$ cat config.mk
export PLATFORM = sky130hd
export DESIGN_NAME = bp_gshare_multi
export DESIGN_NICKNAME = d
export VERILOG_FILES = /design/src/rtl/bp_gshare_multi.sv
export SDC_FILE = /design/constraint.sdc
export NUM_CORES = 2
export LEC_CHECK = 0
export CORE_ASPECT_RATIO = 2
export CORE_MARGIN = 2
export CORE_UTILIZATION = 45
export CTS_CLUSTER_DIAMETER = 30
export CTS_CLUSTER_SIZE = 30
export DETAILED_ROUTE_END_ITERATION = 10
export PLACE_DENSITY = 0.62
export SETUP_SLACK_MARGIN = 0.4
export SLEW_MARGIN = 25
export SYNTH_ARGS = -nofsm -noshare
export SYNTH_HDL_FRONTEND = slang
export SYNTH_SLANG_ARGS = --single-unit
$ cat constraint.sdc
create_clock -name clock_i -period 62.7 [get_ports clock_i]
set_clock_uncertainty 0.05 [all_clocks]
set_input_delay 12.54 -clock clock_i [delete_from_list [all_inputs] [get_ports clock_i]]
set_output_delay 12.54 -clock clock_i [all_outputs]
set_load 0.005 [all_outputs]
$ cat src/rtl/bp_gshare_multi.sv
// Multi-lane gshare predictor: XOR-indexed saturating-counter PHT plus tagged BTB, with a PHT init sweep after reset.
// Predictions are combinational; train/recover/history updates land on the next rising edge. Optional macro: BP_PERF_CNT_EN.
module bp_gshare_multi #(
    parameter int GH          = 8,
    parameter int PHT_BITS    = 8,
    parameter int CTR_BITS    = 2,
    parameter int BTB_BITS    = 6,
    parameter int TAG_BITS    = 8,
    parameter int FETCH_WIDTH = 2
) (
    input  logic                        clock_i,
    input  logic                        reset_i,
    output logic                        ready_o,
    input  logic [FETCH_WIDTH-1:0]      predict_req_valid_i,
    input  logic [FETCH_WIDTH*32-1:0]   predict_req_pc_i,
    input  logic [FETCH_WIDTH-1:0]      predict_req_used_i,
    output logic [FETCH_WIDTH-1:0]      predict_taken_o,
    output logic [FETCH_WIDTH*32-1:0]   predict_target_o,
    output logic [FETCH_WIDTH*GH-1:0]   predict_ghr_snapshot_o,
    input  logic                        train_valid_i,
    input  logic [31:0]                 train_pc_i,
    input  logic                        train_actual_taken_i,
    input  logic [31:0]                 train_actual_target_i,
    input  logic [GH-1:0]               train_ghr_snapshot_i,
    input  logic                        recover_mispredict_pulse_i,
    input  logic [GH-1:0]               recover_ghr_snapshot_i,
    input  logic                        recover_actual_taken_i
`ifdef BP_PERF_CNT_EN
    ,
    output logic [31:0]                 stat_train_count_o,
    output logic [31:0]                 stat_recover_count_o
`endif
);

    localparam int PHT_ENTRIES = 1 << PHT_BITS;
    localparam int BTB_ENTRIES = 1 << BTB_BITS;
    localparam logic [PHT_BITS-1:0] PHT_LAST = '1;
    localparam logic [CTR_BITS-1:0] CTR_MAX  = '1;
    localparam logic [CTR_BITS-1:0] CTR_INIT = {1'b0, {(CTR_BITS-1){1'b1}}};

    typedef enum logic {ST_INIT = 1'b0, ST_RUN = 1'b1} state_t;

    state_t                r_state;
    state_t                w_state_nxt;
    logic                  w_run;
    logic [PHT_BITS-1:0]   r_ptr;
    logic [GH-1:0]         r_ghr;
    logic [CTR_BITS-1:0]   r_pht     [PHT_ENTRIES];
    logic [BTB_ENTRIES-1:0] r_btb_vld;
    logic [TAG_BITS-1:0]   r_btb_tag [BTB_ENTRIES];
    logic [31:0]           r_btb_tgt [BTB_ENTRIES];
    logic [GH-1:0]         w_hist    [FETCH_WIDTH+1];

    always_ff @(posedge clock_i) begin
        if (reset_i) r_state <= ST_INIT;
        else         r_state <= w_state_nxt;
    end

    always_comb begin
        w_state_nxt = r_state;
        case (r_state)
            ST_INIT: if (r_ptr == PHT_LAST) w_state_nxt = ST_RUN;
            ST_RUN:  w_state_nxt = ST_RUN;
            default: w_state_nxt = ST_INIT;
        endcase
    end

    always_comb begin
        w_run   = (r_state == ST_RUN);
        ready_o = w_run;
    end

    always_ff @(posedge clock_i) begin
        if (reset_i)     r_ptr <= '0;
        else if (!w_run) r_ptr <= r_ptr + 1'b1;
    end

    // Lane history chain: each used lane shifts its own prediction in for the lanes after it.
    assign w_hist[0] = r_ghr;

    for (genvar g = 0; g < FETCH_WIDTH; g++) begin : g_lane
        logic [PHT_BITS-1:0] w_pidx;
        logic [BTB_BITS-1:0] w_bidx;
        logic [TAG_BITS-1:0] w_tag;
        logic                w_tk;

        assign w_pidx = predict_req_pc_i[g*32+2 +: PHT_BITS] ^ PHT_BITS'(w_hist[g]);
        assign w_bidx = predict_req_pc_i[g*32+2 +: BTB_BITS];
        assign w_tag  = predict_req_pc_i[g*32+BTB_BITS+2 +: TAG_BITS];
        assign w_tk   = w_run && predict_req_valid_i[g] && r_pht[w_pidx][CTR_BITS-1]
                        && r_btb_vld[w_bidx] && (r_btb_tag[w_bidx] == w_tag);

        assign predict_taken_o[g]                 = w_tk;
        assign predict_target_o[g*32 +: 32]       = w_tk ? r_btb_tgt[w_bidx] : 32'd0;
        assign predict_ghr_snapshot_o[g*GH +: GH] = w_hist[g];
        assign w_hist[g+1] = (w_run && predict_req_valid_i[g] && predict_req_used_i[g])
                             ? {w_hist[g][GH-2:0], w_tk} : w_hist[g];
    end

    logic                w_train;
    logic                w_recover;
    logic [PHT_BITS-1:0] w_tr_pidx;
    logic [BTB_BITS-1:0] w_tr_bidx;
    logic [TAG_BITS-1:0] w_tr_tag;
    logic [CTR_BITS-1:0] w_tr_ctr;
    logic [CTR_BITS-1:0] w_tr_ctr_nxt;
    logic                w_unused;

    assign w_train   = w_run && train_valid_i;
    assign w_recover = w_run && recover_mispredict_pulse_i;
    assign w_tr_pidx = train_pc_i[PHT_BITS+1:2] ^ PHT_BITS'(train_ghr_snapshot_i);
    assign w_tr_bidx = train_pc_i[BTB_BITS+1:2];
    assign w_tr_tag  = train_pc_i[BTB_BITS+TAG_BITS+1:BTB_BITS+2];
    assign w_tr_ctr  = r_pht[w_tr_pidx];
    assign w_unused  = ^{predict_req_pc_i, train_pc_i, recover_ghr_snapshot_i[GH-1]};

    always_comb begin
        w_tr_ctr_nxt = w_tr_ctr;
        if (train_actual_taken_i) begin
            if (w_tr_ctr != CTR_MAX) w_tr_ctr_nxt = w_tr_ctr + 1'b1;
        end else if (w_tr_ctr != '0) begin
            w_tr_ctr_nxt = w_tr_ctr - 1'b1;
        end
    end

    // PHT has no reset of its own: the INIT sweep rewrites every entry.
    always_ff @(posedge clock_i) begin
        if (!reset_i) begin
            if (!w_run)       r_pht[r_ptr]     <= CTR_INIT;
            else if (w_train) r_pht[w_tr_pidx] <= w_tr_ctr_nxt;
        end
    end

    always_ff @(posedge clock_i) begin
        if (reset_i)                                r_btb_vld            <= '0;
        else if (w_train && train_actual_taken_i)   r_btb_vld[w_tr_bidx] <= 1'b1;
    end

    always_ff @(posedge clock_i) begin
        if (!reset_i && w_train && train_actual_taken_i) begin
            r_btb_tag[w_tr_bidx] <= w_tr_tag;
            r_btb_tgt[w_tr_bidx] <= train_actual_target_i;
        end
    end

    // Recovery overrides the speculative shift from this cycle's used lanes.
    always_ff @(posedge clock_i) begin
        if (reset_i)        r_ghr <= '0;
        else if (w_recover) r_ghr <= {recover_ghr_snapshot_i[GH-2:0], recover_actual_taken_i};
        else if (w_run)     r_ghr <= w_hist[FETCH_WIDTH];
    end

`ifdef BP_PERF_CNT_EN
    logic [31:0] r_train_cnt;
    logic [31:0] r_recover_cnt;

    always_ff @(posedge clock_i) begin
        if (reset_i) begin
            r_train_cnt   <= '0;
            r_recover_cnt <= '0;
        end else begin
            if (w_train && (r_train_cnt != 32'hFFFF_FFFF))     r_train_cnt   <= r_train_cnt + 32'd1;
            if (w_recover && (r_recover_cnt != 32'hFFFF_FFFF)) r_recover_cnt <= r_recover_cnt + 32'd1;
        end
    end

    assign stat_train_count_o   = r_train_cnt;
    assign stat_recover_count_o = r_recover_cnt;
`endif

endmodule

## After elaboration in Yosys (flattened, before gate mapping)

Memory sizes are Yosys's and may differ from the RTL's.
Index checks and enable logic that the tools add are counted.

| operators by class | value |
|---|---|
| add/subtract/negate cells | 3 |
| $mul | 0 |
| div/mod/pow operators | 0 |
| $lt $le $gt $ge | 4 |
| equal/unequal tests | 4 |
| shift operators | 0 |
| muxes and demuxes | 29 |
| bitwise gates (word level) | 5 |
| reductions and logical operators | 20 |

Operators by type and width:

| kind | number |
|---|---|
| 32-bit 2-to-1 mux | 2 |
| 64-bit OR | 1 |
| 8-bit 2-to-1 mux | 5 |
| 8-bit bitwise XOR | 3 |
| 6-bit by 7-bit < comparator with 1-bit output (second input constant) | 3 |
| 8-bit == test | 2 |
| 1-bit logical AND | 16 |
| 1-bit 2-to-1 mux | 14 |
| 1-bit binary-select mux with 6-bit select | 2 |
| 8-bit by 1-bit adder with 8-bit output (second input constant) | 1 |
| 8-bit == test (second input constant) | 1 |
| 2-bit 2-to-1 mux | 4 |
| 1-bit demux with 6-bit select | 1 |
| 6-bit by 1-bit greater-or-equal comparator with 1-bit output (second input constant) | 1 |
| 2-bit nonzero test | 2 |
| 2-bit by 1-bit adder with 2-bit output (second input constant) | 1 |
| 2-bit != test (second input constant) | 1 |
| 1-bit case mux with 2 select lines | 1 |
| 2-bit OR reduction | 1 |
| 2-bit by 1-bit subtractor with 2-bit output (second input constant) | 1 |
| 1-bit logical NOT | 1 |
| 1-bit NOT | 1 |

| storage, ports and cells | value |
|---|---|
| register bits after elaboration | 81 |
| latch bits | 0 |
| bits in writable memories | 3072 |
| ROM bits | 0 |
| bits of input ports | 154 |
| output and inout bits | 83 |
| word-level logic and storage cells | 72 |
| memories kept | 3 |

Memories:

| memory | words | bits a word | read ports | clocked after Yosys merged registers in | write ports | RTL line | source |
|---|---|---|---|---|---|---|---|
| r_btb_tgt | 64 | 32 | 2 | 0 | 1 | 51 | `logic [31:0] r_btb_tgt [BTB_ENTRIES];` |
| r_btb_tag | 64 | 8 | 2 | 0 | 1 | 50 | `logic [TAG_BITS-1:0] r_btb_tag [BTB_ENTRIES];` |
| r_pht | 256 | 2 | 3 | 0 | 1 | 48 | `logic [CTR_BITS-1:0] r_pht [PHT_ENTRIES];` |

## Longest topological paths before layout

An unclocked memory read counts as a cell.

| logic depth | value |
|---|---|
| word-level depth | 14 |
| depth in mapped cells | 25 |
| gate-level depth less buffers | 16 |

## Worst setup path after synthesis

OpenSTA, ideal clock, no wires.

| path | value |
|---|---|
| path type | input to output |
| from | input port predict_req_pc_i[2] |
| to | output port predict_target_o[41] |
| arrival | 17.037 ns |
| data required time | 50.110 ns |
| setup slack | 33.073 ns |
| stages | 23 |
| path buffers | 7 |
| path through | buf_4 buf_2 buf_2 nor2_1 a22oi_1 a21oi_1 o41ai_1 o41ai_2 xnor2_1 a211o_4 or4b_4 nand3_2 buf_8 buf_12 buf_6 mux2i_1 o211ai_1 o2111ai_1 o41a_1 o211ai_1 a22oi_4 buf_6 o211a_1 |

| between the ends | value |
|---|---|
| cells in the longest elaborated chain, start to end | 12 |
| elaborated cells between the ends (all ways) | 15 |
| those cells by class | eq/ne (1); mux (4); bitwise (2); reduce/logical (6); memory (2) |

RTL lines:

| what | RTL line | source |
|---|---|---|
| start, declared | 15 | `input logic [FETCH_WIDTH*32-1:0] predict_req_pc_i,` |
| 8-bit bitwise XOR | 87 | `assign w_pidx = predict_req_pc_i[g*32+2 +: PHT_BITS] ^ PHT_BITS'(w_hist[g]);` |
| memory read 256 x 2 bit | -- |  |
| 1-bit logical AND | 90 | `assign w_tk = w_run && predict_req_valid_i[g] && r_pht[w_pidx][CTR_BITS-1]` |
| 1-bit logical AND | 91 | `&& r_btb_vld[w_bidx] && (r_btb_tag[w_bidx] == w_tag);` |
| 1-bit logical AND (*) | 91 |  |
| 8-bit 2-to-1 mux (*) | 97 | `? {w_hist[g][GH-2:0], w_tk} : w_hist[g];` |
| 8-bit bitwise XOR (*) | 87 |  |
| memory read 256 x 2 bit | -- |  |
| 1-bit logical AND (*) | 90 |  |
| 1-bit logical AND (*) (2 in series) | 91 |  |
| named net g_lane[1].w_tk | 85 | `logic w_tk;` |
| 32-bit 2-to-1 mux (*) | 94 | `assign predict_target_o[g*32 +: 32] = w_tk ? r_btb_tgt[w_bidx] : 32'd0;` |
| end, declared | 18 | `output logic [FETCH_WIDTH*32-1:0] predict_target_o,` |

The timed path passes the listed nets; every way through them passes the cells marked *. The select of a mux whose other input is x is not followed.

## Worst setup path after layout

| path | value |
|---|---|
| from | input port predict_req_pc_i[4] |
| to | output port predict_target_o[51] |

| between the ends | value |
|---|---|
| cells in the longest elaborated chain, start to end | 12 |
| elaborated cells between the ends (all ways) | 15 |
| those cells by class | eq/ne (1); mux (4); bitwise (2); reduce/logical (6); memory (2) |

RTL lines:

| what | RTL line |
|---|---|
| 8-bit bitwise XOR | 87 |
| memory read 256 x 2 bit | -- |
| 1-bit logical AND | 90 |
| 1-bit logical AND | 91 |
| 1-bit logical AND (*) | 91 |
| 8-bit 2-to-1 mux (*) | 97 |
| 8-bit bitwise XOR (*) | 87 |
| memory read 256 x 2 bit | -- |
| 1-bit logical AND (*) | 90 |
| 1-bit logical AND (*) (2 in series) | 91 |
| 32-bit 2-to-1 mux (*) | 94 |

Every way passes the cells marked *; elsewhere a longest branch is shown, timed or not. The select of a mux whose other input is x is not followed.

==> run metrics <==
standard cell core area=329,000 um^2; DR iter-0 viols=11.0k; minimum clock period after layout=35.46 ns; fraction of layout cells with a size suffix above 1=37.6%; maximum fanout encountered on the critical timing path=60; areal power density over the cells=30.2 nW/um^2; Layout fillers=26.0k; Initial Utilization=45.1%; Hold Buf Count CTS=0; Die Footprint=335,000 um^2; total I/O pin count=237; average routed wire per standard cell=42.4 um; global router's overall resource usage=31.2%; EDFF count, synth=3,072; Max stage delay on crit path=0.96 ns; largest net degree at the start of global routing=257; vertical extent of the die=816 um; number of levels in the clock H-tree=5; Synth warnings=0; post-route insts no fill=12.4k; sinks on the clock net=3,153; data arrival at the endpoint of the critical path=22.87 ns; max-capacitance violation count=0; result of the run=finished, final reports clean; endpoint type of the worst setup path=primary output; gate count after technology mapping=7,321; leakage power summed over all cells=53.9 nW; root buffer selected by CTS=clkbuf_16; Final Cycle Share=56.6%; area added between synthesis and finish=15.3%; remaining max-slew budget at the tightest pin=6.04%; Routability Congestion=0.977; WP data required=50.11 ns; async set or reset register ratio after synthesis=0%; Post-synth top flop=edfxtp_1; Tightest Pin Transition=1.41 ns; register bit count reported by yosys=3,153; Critical Path Start Type=primary input; final setup slack of the worst path=27.24 ns; Port Buffer Count=181; minimum setup slack among reg-to-reg paths=54.00 ns; total number of nets in the final design=7,796; remaining global-route overflow=0; number of antenna violations at the first check in global routing=33; Max clock buf depth=4; top-count cell post-synth=edfxtp_1; total iterations of the first detailed-routing run=6; series of cell instances along the critical path=buf_8, buf_4, mux2i_1, nor3_1, o311ai_0, o311ai_0, nor3_1, xor2_1, nand4_1, nor4b_2, nor3_2, buf_4, and3_1, a31oi_1, o211ai_1, a32oi_1, nand4_1, a22oi_4, buf_4, o211a_1, clkdlybuf4s50_1; crit path buf inv count=5; aggregate negative setup slack=0 ns; cell family with most CP delay=compound AO/OA/AOI/OAI gates; count of nets left with antenna violations after detail routing=0; vias after detailed routing=85.9k; Die Span X=410 um; class of the tightest hold or removal check=reg2reg; VDD IR-drop max=0.0265 mV; total DRC errors in the routed layout=0; vias in the first global route=89.9k; Hold Vio Cnt, Final=0; Detail Placement HPWL=310,000 um; share of Yosys cell area claimed by the top area cell type=62.2%; total count of max-transition violations in the final report=0; clock-pin slew of the registers on the worst-case setup and hold paths=0.06 ns; number of nets in the synthesized netlist=7,476; setup repair after global routing missed its margin=no; pre-CTS setup slack=27.45 ns; Post-CTS Setup Inserts=0; Crit Path Category=in2out; wire length of the first global-routing pass=717,000 um; Cell Count Post-Placement=11.6k; Syn Area/Cell=20.3 um^2; insertion delay of the later-clocked pin in the worst-skew pair=0.99 ns; # setup viols final=0; most area-hungry cell type in the Yosys netlist=edfxtp_1; proportion of synthesized chip area in sequential cells=63.3%; cell with the most instances on the worst path=buf_4; count of unique library cells instantiated by Yosys=91; routed vias/inst=6.94; maximum clock rate=28.2 MHz; Core Util, Final=52.0%; count of instances resized after the clock tree is built=0; Commonest cells post-synth=3,072 x edfxtp_1, 1,781 x mux4_2, 399 x nor2_1; Post-Synthesis Cell Area=148,000 um^2; minimum hold slack=0.435 ns; CTS Buf Count=427; count of standard-cell rows=298; cell with the biggest individual delay on the critical path=buf_4; DRT Wirelength=524,000 um; TritonCTS clock tree=yes; top cells by area, synth=edfxtp_1 62%, mux4_2 27%, mux2i_1 2.0%, dfxtp_1 1.1%, nor2_1 1.0%
-- stage by stage --
step	area, um^2	total power [mW]
after detailed placement	156000	2.72
after floorplan	148000	2.59
final	171000	5.17
after global placement	156000	2.72
after global routing	171000	5.28
after CTS	171000	5.19
-- area by class of cell --
cell class	instances	area, um^2	area share (%)
inverter	90	347	0.203
antenna	22	55.1	0.0322
clock inverter	331	3640	2.13
multi-input combinational	3499	52400	30.7
clock buffer	463	10900	6.38
timing repair buffer	470	4320	2.53
tap	4350	5440	3.18
sequential	3153	93900	54.9
-- where the power goes --
part / internal (mW) / switching, mW
logic: 0.161 / 0.216
clock network: 1.47 / 1.01
registers: 2.31 / 0.000423
-- registers in the layout, indices dropped and copies added (netlist names) --
name / count
r_ptr: 8
r_btb_tag: 512
r_pht: 512
ready_o: 1
r_ghr: 8
r_btb_tgt: 2048
r_btb_vld: 64
-- worst min-delay path, delay by kind of cell, from the launching register on --
| kind | cells | cell delay, ns |
|---|---|---|
| flops | 1 | 0.32 |
| compound gates | 1 | 0.07 |
| buf+inv | 1 | 0.05 |
-- placed cells by master, fill, tap and decap left out, types with 65 or more instances in the layout --
| master | netlist | layout |
|---|---|---|
| buf_4 | 33 | 275 |
| edfxtp_1 | 3072 | 3072 |
| clkbuf_16 | 0 | 431 |
| mux4_2 | 1781 | 1781 |
| a22oi_1 | 71 | 71 |
| inv_6 | 0 | 82 |
| nor2_1 | 399 | 332 |
| inv_1 | 88 | 86 |
| mux2i_1 | 294 | 294 |
| nor2_4 | 0 | 65 |
| clkdlybuf4s50_1 | 0 | 134 |
| nand2_1 | 202 | 183 |
| dfxtp_1 | 81 | 81 |
| o22ai_1 | 75 | 75 |
-- cells by family (layout without fill, tap and decap cells) --
family	count (synthesis)	after routing	share of synthesized area, %
DFF	3153	3153	63.3
muxes	2119	2119	29.5
and+or+nand+nor	829	829	2.44
buffers and inverters	669	1354	1.97
AOI/OAI and AO/OA	488	488	2.39
xor gates and xnor gates	62	62	0.394
adders and majority gates	1	1	0.00843
other	0	22	0
-- final timing paths --
kind	start	end	cells after the start
setup / recovery	predict_req_pc_i[4]	predict_target_o[51]	21
hold / removal	r_btb_vld[4]$_SDFFE_PP0P_	r_btb_vld[4]$_SDFFE_PP0P_	2
hold reg to reg	r_btb_vld[4]$_SDFFE_PP0P_	r_btb_vld[4]$_SDFFE_PP0P_	2
setup reg to reg	r_ghr[0]$_SDFFE_PP0P_	r_ghr[0]$_SDFFE_PP0P_	19
-- routing by layer --
| layer | GRT usage [%] | wire length [um] | up-vias |
|---|---|---|---|
| li1 | - | - | 32500 |
| met1 | 35.3 | 168000 | 46300 |
| met2 | 53.5 | 268000 | 5424 |
| met4 | 21.9 | 44700 | 12 |
| met5 | 0 | 88 | - |
| met3 | 5.57 | 43100 | 1651 |
Note: power is estimated with default switching activity, not from simulation.
